File: config.mk
export PLATFORM = sky130hd
export DESIGN_NAME = apb_lite_master
export DESIGN_NICKNAME = d
export VERILOG_FILES = /design/src/rtl/apb_lite_master_pkg.sv /design/src/rtl/apb_lite_master.sv
export SDC_FILE = /design/constraint.sdc
export NUM_CORES = 1
export LEC_CHECK = 0
export BUFFER_PORTS_ARGS = -buffer_cell sky130_fd_sc_hd__buf_2
export CORE_AREA = 2 2 78 80
export CTS_BUF_LIST = sky130_fd_sc_hd__clkbuf_8
export DETAILED_ROUTE_END_ITERATION = 16
export DIE_AREA = 0 0 80 82
export PLACE_DENSITY = 0.59
export SLEW_MARGIN = 20
export SYNTH_ARGS = -nofsm -noshare
export SYNTH_HDL_FRONTEND = slang
export SYNTH_SLANG_ARGS = --single-unit
File: constraint.sdc
create_clock -name PCLK -period 2.9 [get_ports PCLK]
set_input_delay 0.145 -clock PCLK [delete_from_list [all_inputs] [get_ports PCLK]]
set_output_delay 0.145 -clock PCLK [all_outputs]
set_load 0.005 [all_outputs]
File: src/rtl/apb_lite_master_pkg.sv
// Shared APB definitions: FSM state encoding and default bus widths, also used by the slave
// wrappers on the same fabric bus.
package apb_lite_master_pkg;

    localparam int unsigned ApbAddrWidth = 8;
    localparam int unsigned ApbDataWidth = 8;

    typedef enum logic [1:0] {
        StIdle   = 2'd0,
        StSetup  = 2'd1,
        StAccess = 2'd2,
        StResp   = 2'd3
    } apb_state_e;

    // Wait counter must hold 0..timeout; keep at least one bit when the timeout is disabled.
    function automatic int unsigned cnt_width(input int unsigned timeout);
        return (timeout == 0) ? 1 : $clog2(timeout + 1);
    endfunction

endpackage

File: src/rtl/apb_lite_master.sv
// APB3 initiator: turns one command handshake into a SETUP/ACCESS transfer and returns the
// result (read data, slave error, timeout) on a response handshake.
module apb_lite_master
    import apb_lite_master_pkg::*;
#(
    parameter int unsigned ADDR_WIDTH     = ApbAddrWidth,
    parameter int unsigned DATA_WIDTH     = ApbDataWidth,
    parameter int unsigned TIMEOUT_CYCLES = 16
) (
    input  logic                  PCLK,
    input  logic                  PRESETN,
    input  logic                  cmd_valid,
    output logic                  cmd_ready,
    input  logic                  cmd_write,
    input  logic [ADDR_WIDTH-1:0] cmd_addr,
    input  logic [DATA_WIDTH-1:0] cmd_wdata,
    output logic                  rsp_valid,
    input  logic                  rsp_ready,
    output logic [DATA_WIDTH-1:0] rsp_rdata,
    output logic                  rsp_err,
    output logic                  rsp_timeout,
    output logic                  busy,
    output logic                  PSEL,
    output logic                  PENABLE,
    output logic                  PWRITE,
    output logic [ADDR_WIDTH-1:0] PADDR,
    output logic [DATA_WIDTH-1:0] PWDATA,
    input  logic [DATA_WIDTH-1:0] PRDATA,
    input  logic                  PREADY,
    input  logic                  PSLVERR
);

    localparam int unsigned CntW      = cnt_width(TIMEOUT_CYCLES);
    localparam bit          TimeoutEn = (TIMEOUT_CYCLES != 0);
    localparam logic [CntW-1:0] CntLast =
        TimeoutEn ? CntW'(TIMEOUT_CYCLES - 1) : '0;
    localparam logic [CntW-1:0] CntMax = '1;

    apb_state_e            state_q;
    logic [CntW-1:0]       wait_cnt_q;
    logic                  psel_q;
    logic                  penable_q;
    logic                  pwrite_q;
    logic [ADDR_WIDTH-1:0] paddr_q;
    logic [DATA_WIDTH-1:0] pwdata_q;
    logic                  rsp_valid_q;
    logic [DATA_WIDTH-1:0] rsp_rdata_q;
    logic                  rsp_err_q;
    logic                  rsp_timeout_q;

    always_ff @(posedge PCLK or negedge PRESETN) begin
        if (!PRESETN) begin
            state_q       <= StIdle;
            wait_cnt_q    <= '0;
            psel_q        <= 1'b0;
            penable_q     <= 1'b0;
            pwrite_q      <= 1'b0;
            paddr_q       <= '0;
            pwdata_q      <= '0;
            rsp_valid_q   <= 1'b0;
            rsp_rdata_q   <= '0;
            rsp_err_q     <= 1'b0;
            rsp_timeout_q <= 1'b0;
        end else begin
            case (state_q)
                StIdle: begin
                    if (cmd_valid) begin
                        pwrite_q <= cmd_write;
                        paddr_q  <= cmd_addr;
                        pwdata_q <= cmd_wdata;
                        psel_q   <= 1'b1;
                        state_q  <= StSetup;
                    end
                end
                StSetup: begin
                    penable_q  <= 1'b1;
                    wait_cnt_q <= '0;
                    state_q    <= StAccess;
                end
                StAccess: begin
                    if (PREADY) begin
                        rsp_rdata_q   <= pwrite_q ? '0 : PRDATA;
                        rsp_err_q     <= PSLVERR;
                        rsp_timeout_q <= 1'b0;
                        rsp_valid_q   <= 1'b1;
                        psel_q        <= 1'b0;
                        penable_q     <= 1'b0;
                        state_q       <= StResp;
                    end else if (TimeoutEn && (wait_cnt_q == CntLast)) begin
                        rsp_rdata_q   <= '0;
                        rsp_err_q     <= 1'b1;
                        rsp_timeout_q <= 1'b1;
                        rsp_valid_q   <= 1'b1;
                        psel_q        <= 1'b0;
                        penable_q     <= 1'b0;
                        state_q       <= StResp;
                    end else if (wait_cnt_q != CntMax) begin
                        // Saturate so a disabled timeout never wraps back to a match.
                        wait_cnt_q <= wait_cnt_q + 1'b1;
                    end
                end
                StResp: begin
                    if (rsp_ready) begin
                        rsp_valid_q <= 1'b0;
                        state_q     <= StIdle;
                    end
                end
                default: state_q <= StIdle;
            endcase
        end
    end

    assign cmd_ready   = (state_q == StIdle);
    assign busy        = (state_q != StIdle);
    assign PSEL        = psel_q;
    assign PENABLE     = penable_q;
    assign PWRITE      = pwrite_q;
    assign PADDR       = paddr_q;
    assign PWDATA      = pwdata_q;
    assign rsp_valid   = rsp_valid_q;
    assign rsp_rdata   = rsp_rdata_q;
    assign rsp_err     = rsp_err_q;
    assign rsp_timeout = rsp_timeout_q;

endmodule

# Yosys cells after proc, flatten, opt, wreduce, memory -nomap -nowiden
# Index checks and enable logic that the tools add are counted.
[op_classes]
muxes = 23
n_reduce_logical = 13
eq_ne = 11
add_sub_neg = 1
[op_table]
columns = ["cell", "count"]
rows = [
  ["$mux W8", 3],
  ["$mux W5", 3],
  ["$ne A2 B2 Y1 const B", 5],
  ["$pmux W5 S2", 1],
  ["$reduce_bool A2 Y1", 5],
  ["$reduce_and A3 Y1", 3],
  ["$mux W1", 8],
  ["$mux W2", 4],
  ["$pmux W2 S4", 1],
  ["$pmux W1 S2", 3],
  ["$reduce_and A2 Y1", 3],
  ["$add A5 B1 Y5 const B", 1],
  ["$eq A5 B4 Y1 const B", 1],
  ["$ne A5 B5 Y1 const B", 1],
  ["$eq A2 B2 Y1 const B", 2],
  ["$reduce_and A4 Y1", 1],
  ["$ne A3 B3 Y1 const B", 1],
  ["$eq A2 B1 Y1 const B", 1],
  ["$logic_not A2 Y1", 1],
]
[totals]
wordCells = 59
inputBits = 31
ff_bits = 37

# Depth between registers and ports, before layout
# Gate-level depths: netlist of the first run.
[logic_depth]
depth_word = 5
ltp_mapped = 7
ltp_nobuf = 6

# Worst setup path after synthesis of the first run
# OpenSTA, ideal clock, no wires.
[synth_path]
kind = "reg-to-reg"
from = "register wait_cnt_q[0]"
to = "register wait_cnt_q[3]"
setup_time_ps = 118
slack_ps = 821
path_stages_with_launch = 7
path_buffers = 0
period_less_slack_ps = 2079
arrival_time_ps = 1961
required_time_ps = 2782
path_cell_list = "dfrtp_1 ha_1 and3_1 ha_1 nor4b_2 mux2_2 a21o_1"
[synth_via]
elab_chain_len = 5
[synth_lines]
columns = ["item", "line", "source"]
rows = [
  ["start, declared", "apb_lite_master.sv:40", "logic [CntW-1:0] wait_cnt_q;"],
  ["start signal, assigned", "apb_lite_master.sv:99", "wait_cnt_q <= wait_cnt_q + 1'b1;"],
  ["$add A5 B1 Y5", "apb_lite_master.sv:99", ""],
  ["$mux W5", "apb_lite_master.sv:97", "end else if (wait_cnt_q != CntMax) begin"],
  ["$mux W5", "apb_lite_master.sv:89", "end else if (TimeoutEn && (wait_cnt_q == CntLast)) begin"],
  ["$mux W5", "apb_lite_master.sv:81", "if (PREADY) begin"],
  ["$pmux W5 S2", "apb_lite_master.sv:65", "case (state_q)"],
]
# Parallel ways exist; a longest one is shown, timed or not. The select of a mux whose other input is x is not followed.
# A chain may end at the register's enable or synchronous reset.

# Final worst setup path of the first run
# Ends and elaborated chain as after synthesis.

==> impl_results.md, run 1 <==
- Fmax: 0.448 GHz
- Worst path bufs/invs: 0
- Vias per inst: 4.38
- Clk sinks: 37
- Distinct cell type count after synthesis: 28
- Worst Hold Class: in2reg
- Syn Nets: 182
- I/O Buffers: 62
- Fillers: 591
- Worst-path clk slew: 0.07 ns
- Synth Instances: 143
- DRT Wirelength: 3300 µm
- Core box area: 5750 µm²
- Slew Limit Fails: 0
- CTS Root Cell: clkbuf_8
- Slowest stage delay, CP: 0.46 ns
- Fin crit period: 2.23 ns
- Top cell by count, worst path: ha_1
- Maxcap violations: 0
- Diode count: 0
- Layout cells sized above 1: 42.6%
- Nets@finish: 247
- Dpl hpwl: 2500 µm
- Starting Density: 28.6%
- Gr ovfl total: 0
- Peak supply drop: 0.000396 V
- Worst-path cell chain: ha_1 -> and3_1 -> ha_1 -> nor4b_2 -> mux2_2 -> a21o_1
- Post-Syn Area: 1650 µm²
- RSZ-0062 raised after global routing: no
- DRC viols: 0
- R2r setup slk: 0.67 ns
- Htree depth: 2
- DRT antenna net count: 0
- Worst Skew: 0.00328 ns
- Placed instance area: 2020 µm²
- Num rows: 28
- Setup violations, final: 0
- Top Ports: 63
- Cell family with most CP delay: simple AND/OR/NAND/NOR gates
- Largest net degree at the start of global routing: 38
- Die Wd: 80 µm
- #FFs+latches synth: 37
- Crit Path Category: reg2reg
- Drt wl/cell: 11.6 µm
- Routed vias: 1245
- Final worst-path cycle share: 76.9%
- Die H: 82 µm
- Fin area: 2120 µm²
- Slowest cell on crit path: nor4b_2
- Die Area: 6560 µm²
- Setup TNS: 0 ns
- Leakage: 1.07 nW
- Status: completed
- Syn avg cell area: 11.5 µm²
- Post-CTS Setup Inserts: 0
- PD cells: 942 nW/µm²
- Worst skew pair latency: 0.28 ns
- Vias in the first global route: 1175
- First-pass GRT wire length: 5260 µm
- GR Util All Layers: 10.3%
- WP data required: 3.08 ns
- Setup crit start kind: flip-flop
- Yosys Warn Count: 0
- Max clock buf depth: 2
- Worst Path Arrival: 2.41 ns
- Slew headroom: 44.9%
- Seq/Total Area, Yosys: 56.3%
- CP max FO: 7
- Iteration-0 DRC Markers: 28
- Setup crit end kind: flip-flop
- Area grow syn2layout: 28.7%
- Hold Violations, Final: 0
- Routability cong.: 0.755
- DR pass1 iterations: 4
- Inserted Clock Buffers: 5
- Initial antenna violation count: 0
- CTS tree: built
- Worst slew pin tran: 0.826 ns
layer usage:
layer / vias to the layer above / share of wire, % / wire length, µm / GRT usage, %
met5: - / 0 / 0 / 0
li1: 618 / - / - / -
met2: 39 / 47 / 1540 / 15.7
met1: 586 / 46 / 1510 / 13.8
met4: 0 / 0.64 / 21 / 2.54
met3: 2 / 7.0 / 230 / 3.96
cell type report:
type                       count  area [µm²]  share of cell area [%]
clock buffer                   5        68.8                    3.25
clock inverter                 3        15.0                   0.709
inverter                       8        30.0                    1.42
multi-input combinational     92         657                    31.0
sequential                    37         926                    43.7
tap                           75        93.8                    4.43
timing repair buffer          64         328                    15.5
power by group:
part           total [mW]  internal (mW)  switching [mW]
Combinational       0.790          0.412           0.379
Sequential          0.865          0.747           0.119
Clock               0.340          0.163           0.177
Total                2.00           1.32           0.674
state kept, by name, indices dropped and copies added (netlist names):
signal       cells
state_q          2
PADDR            8
PENABLE          1
wait_cnt_q       5
rsp_timeout      1
PSEL             1
PWRITE           1
PWDATA           8
rsp_err          1
rsp_valid        1
rsp_rdata        8
placed cells by master, fill, tap and decap left out, types with 2 or more instances in the layout:
cell,Yosys,layout
nand2_1,22,22
nor2_1,3,3
a21oi_1,5,5
clkbuf_8,0,5
nand3_1,4,4
inv_1,8,10
nor2b_1,2,2
o21ai_0,16,16
buf_2,2,62
dfrtp_1,37,37
ha_1,8,8
mux2_2,18,18
stage by stage:
step | util, % | setup WS (ns) | hold WS [ns] | power, mW | cells
2_1_floorplan | - | 0.821 | -0.151 | 1.34 | 143
3_3_place_gp | 35.2 | 0.733 | 0.323 | 1.66 | 275
3_5_place_dp | 35.2 | 0.688 | 0.310 | 1.68 | 275
4_1_cts | 36.9 | 0.671 | 0.0759 | 2.04 | 284
5_1_grt | 36.9 | 0.533 | 0.0737 | 2.17 | 284
6_report | 36.9 | 0.669 | 0.0891 | 2.00 | 284
worst paths after layout:
kind	from	end	cells past startpoint
max in group asynchronous	PRESETN	rsp_timeout$_DFFE_PN0P_	2
worst min-delay path	cmd_wdata[5]	PWDATA[5]$_DFFE_PN0P_	2
worst max-delay path	wait_cnt_q[0]$_DFFE_PN0P_	wait_cnt_q[3]$_DFFE_PN0P_	6
min in group asynchronous	PRESETN	rsp_rdata[0]$_DFFE_PN0P_	2
worst max register to register	wait_cnt_q[0]$_DFFE_PN0P_	wait_cnt_q[3]$_DFFE_PN0P_	6
worst min register to register	rsp_rdata[3]$_DFFE_PN0P_	rsp_rdata[3]$_DFFE_PN0P_	2
Yosys cell counts:
cell type / count / area share [%]
a221oi_1: 1 / 0.53
buf_6: 1 / 0.68
nand2b_1: 1 / 0.38
a21oi_1: 5 / 1.5
ha_1: 8 / 6.1
inv_1: 8 / 1.8
and3_1: 1 / 0.38
o21ai_1: 1 / 0.30
and4b_1: 1 / 0.61
or4b_1: 1 / 0.61
o32a_1: 1 / 0.61
nor3_2: 1 / 0.61
o311ai_0: 1 / 0.53
a211o_1: 1 / 0.53
mux2_2: 18 / 12
clkbuf_1: 2 / 0.46
o21ai_0: 16 / 4.9
buf_1: 1 / 0.23
nand3_1: 4 / 1.2
buf_2: 2 / 0.61
mux2i_1: 1 / 0.61
nor4b_2: 1 / 0.91
o22ai_1: 1 / 0.38
nor2_1: 3 / 0.68
nor2b_1: 2 / 0.76
dfrtp_1: 37 / 56
a21o_1: 1 / 0.46
nand2_1: 22 / 5.0
cells by family (layout without fill, tap and decap cells):
| kind of cell | count (synthesis) | in the layout | synth area share [%] |
|---|---|---|---|
| compound gates | 28 | 28 | 9.73 |
| buf+inv | 14 | 80 | 3.80 |
| simple gates | 37 | 37 | 11.2 |
| flops | 37 | 37 | 56.3 |
| fa+ha+maj | 8 | 8 | 6.08 |
| mux | 19 | 19 | 12.9 |
repair_timing:
item | 4_1_cts | 5_1_grt
hold endpoints to repair | 21 | 0
hold buffers | 1 | 0
resized for setup | 0 | 0
Note: power is estimated with default switching activity, not from simulation.
==> run 2, diff against run 1 <==
==> constraint.sdc (replaced) <==
create_clock -name PCLK -period 2.14 [get_ports PCLK]
set_input_delay 0.107 -clock PCLK [delete_from_list [all_inputs] [get_ports PCLK]]
set_output_delay 0.107 -clock PCLK [all_outputs]
set_load 0.005 [all_outputs]
==> run 2 against run 1 <==
Setup slack got worse by 0.52 ns. Critical path depth is the same. Critical path type unchanged. Core utilization rose by 1.1 points. Die area unchanged. Clock skew rose by 0.0027 ns. Highest routed layer unchanged. First-iteration DRC count shrank 21%. Register-to-register slack lost 0.52 ns. Non-clock buffer count is 4 higher. Clock-buffer cell count up 2. Sequential share of layout area decreased by 1.3 points.
==> impl_results.md, run 2 (synthesis results as in run 1) <==
- Setup crit end kind: flip-flop
- Diode count: 0
- Core box area: 5750 µm²
- PD cells: 1300 nW/µm²
- DRT antenna net count: 0
- Area grow syn2layout: 32.6%
- Hold Violations, Final: 0
- Vias per inst: 4.41
- Starting Density: 28.6%
- DR pass1 iterations: 6
- Routability cong.: 0.669
- Htree depth: 2
- Gr ovfl total: 0
- Layout cells sized above 1: 45.1%
- Die Area: 6560 µm²
- Status: completed
- Iteration-0 DRC Markers: 22
- Worst skew pair latency: 0.29 ns
- Worst Hold Class: in2reg
- Worst-path clk slew: 0.08 ns
- Maxcap violations: 0
- Seq. cell area: 926 µm²
- Switching share of power: 33.0%
- Most frequent cells in the layout: buf_2 (62), dfrtp_1 (37), nand2_1 (22), mux2_2 (18), o21ai_0 (16)
- Setup violations, final: 0
- Final total power: 2.83 mW
- Num rows: 28
- Post-CTS Setup Inserts: 0
- RR Startpoint: wait_cnt_q[0]$_DFFE_PN0P_
- Placed Cells: 279
- Clk sinks: 37
- DRC viols: 0
- Setup TNS: 0 ns
- Max clock buf depth: 2
- Sequential power share: 41.6%
- Routed vias: 1269
- Dpl hpwl: 2530 µm
- Inserted Clock Buffers: 5
- FF-to-FF End: wait_cnt_q[3]$_DFFE_PN0P_
- DRT Wirelength: 3410 µm
- Setup crit start kind: flip-flop
- Fin cells: 288
- Fillers: 601
- Initial antenna violation count: 0
- Worst reg-to-reg path cell count: 6
- Leakage: 1.11 nW
- RSZ-0062 raised after global routing: no
- CP max FO: 4
- Fmax: 0.503 GHz
- Nets@finish: 251
- WP data required: 2.32 ns
- Top Ports: 63
- Drt wl/cell: 11.8 µm
- Final worst-path cycle share: 93.0%
- Crit Path Category: reg2reg
- Slew headroom: 42.9%
- First-pass GRT wire length: 5620 µm
- Commonest non-fill, non-tap cell in the layout: buf_2
- Peak supply drop: 0.000524 V
- Clk pwr share: 19.5%
- Worst hold endpoint: PADDR[0]$_DFFE_PN0P_
- Worst Path Arrival: 2.17 ns
- Hold_sp: cmd_addr[0]
- Vias in the first global route: 1218
- Area of the multi-input gates: 669 µm²
- Die H: 82 µm
- R2r setup slk: 0.15 ns
- Net Sw Power: 932 µW
- Internal: 1.90 mW
- GR Util All Layers: 10.9%
- Hold path cells: 2
- Die Wd: 80 µm
- Fin crit period: 1.99 ns
- Combinational share of power: 38.9%
- Worst slew pin tran: 0.857 ns
- Worst Skew: 0.00597 ns
- CTS Root Cell: clkbuf_8
- I/O Buffers: 62
- Slew Limit Fails: 0
- CTS tree: built
- Largest net degree at the start of global routing: 38
[run 2: changes by cell type in the layout (fill, tap and decap cells not counted), sizes merged]
cell	before	now
buf	63	67
clkbuf	5	7
clkinvlp	1	0
inv	10	9
[run 2: cell type report]
type                       instances  share of cell area [%]
clock buffer                       7                    4.42
clock inverter                     1                   0.401
inverter                           8                    1.38
multi-input combinational         92                    30.7
sequential                        37                    42.4
tap                               75                    4.30
timing repair buffer              68                    16.4
[run 2: repair_timing]
item                                    CTS  global route
gates resized for setup                   0             2
endpoints found under the setup margin    0             3
hold buffers                              1             0
endpoints found under the hold margin    37             0
[run 2: worst max-delay path, cell delays in order (launching register included)]
cell	delay (ns)
dfrtp_1	0.41
ha_1	0.23
and3_1	0.20
ha_1	0.22
nor4b_4	0.29
mux2_2	0.36
a21o_1	0.17
[run 2: power by group through the flow]
stage | clock (mW) | combinational [mW] | sequential [mW]
final | 0.553 | 1.10 | 1.18
after global routing | 0.601 | 1.25 | 1.23
after CTS | 0.580 | 1.12 | 1.18
after detailed placement | 0 | 1.11 | 1.19
after global placement | 0 | 1.09 | 1.18
after floorplan | 0 | 0.613 | 1.21
[run 2: per-layer routing]
metal  GRT usage [%]  vias to the layer above  wire length [µm]
met2            17.8                       39              1600
met3            3.52                        6               243
met1            14.0                      597              1530
li1                -                      627                 -
met5               0                        -                 0
met4            3.05                        0                42
[run 2: worst max path at each step]
stage                                end                 startpoint
2_1_floorplan  wait_cnt_q[3]$_DFFE_PN0P_  wait_cnt_q[0]$_DFFE_PN0P_
3_3_place_gp   wait_cnt_q[3]$_DFFE_PN0P_  wait_cnt_q[0]$_DFFE_PN0P_
3_5_place_dp   wait_cnt_q[0]$_DFFE_PN0P_  wait_cnt_q[0]$_DFFE_PN0P_
4_1_cts        wait_cnt_q[0]$_DFFE_PN0P_  wait_cnt_q[0]$_DFFE_PN0P_
5_1_grt        wait_cnt_q[2]$_DFFE_PN0P_  wait_cnt_q[0]$_DFFE_PN0P_
6_report       wait_cnt_q[3]$_DFFE_PN0P_  wait_cnt_q[0]$_DFFE_PN0P_
[run 2: stage by stage]
step | cell area (µm²) | util, % | hold slack, ns | setup slack (ns)
final | 2180 | 38.0 | 0.0450 | 0.151
after floorplan | 1650 | - | -0.189 | 0.0610
after global routing | 2180 | 38.0 | 0.0317 | 0.0145
after global placement | 2050 | 35.8 | 0.275 | 0.154
after detailed placement | 2050 | 35.8 | 0.274 | 0.0902
after CTS | 2170 | 37.8 | 0.0360 | 0.0783
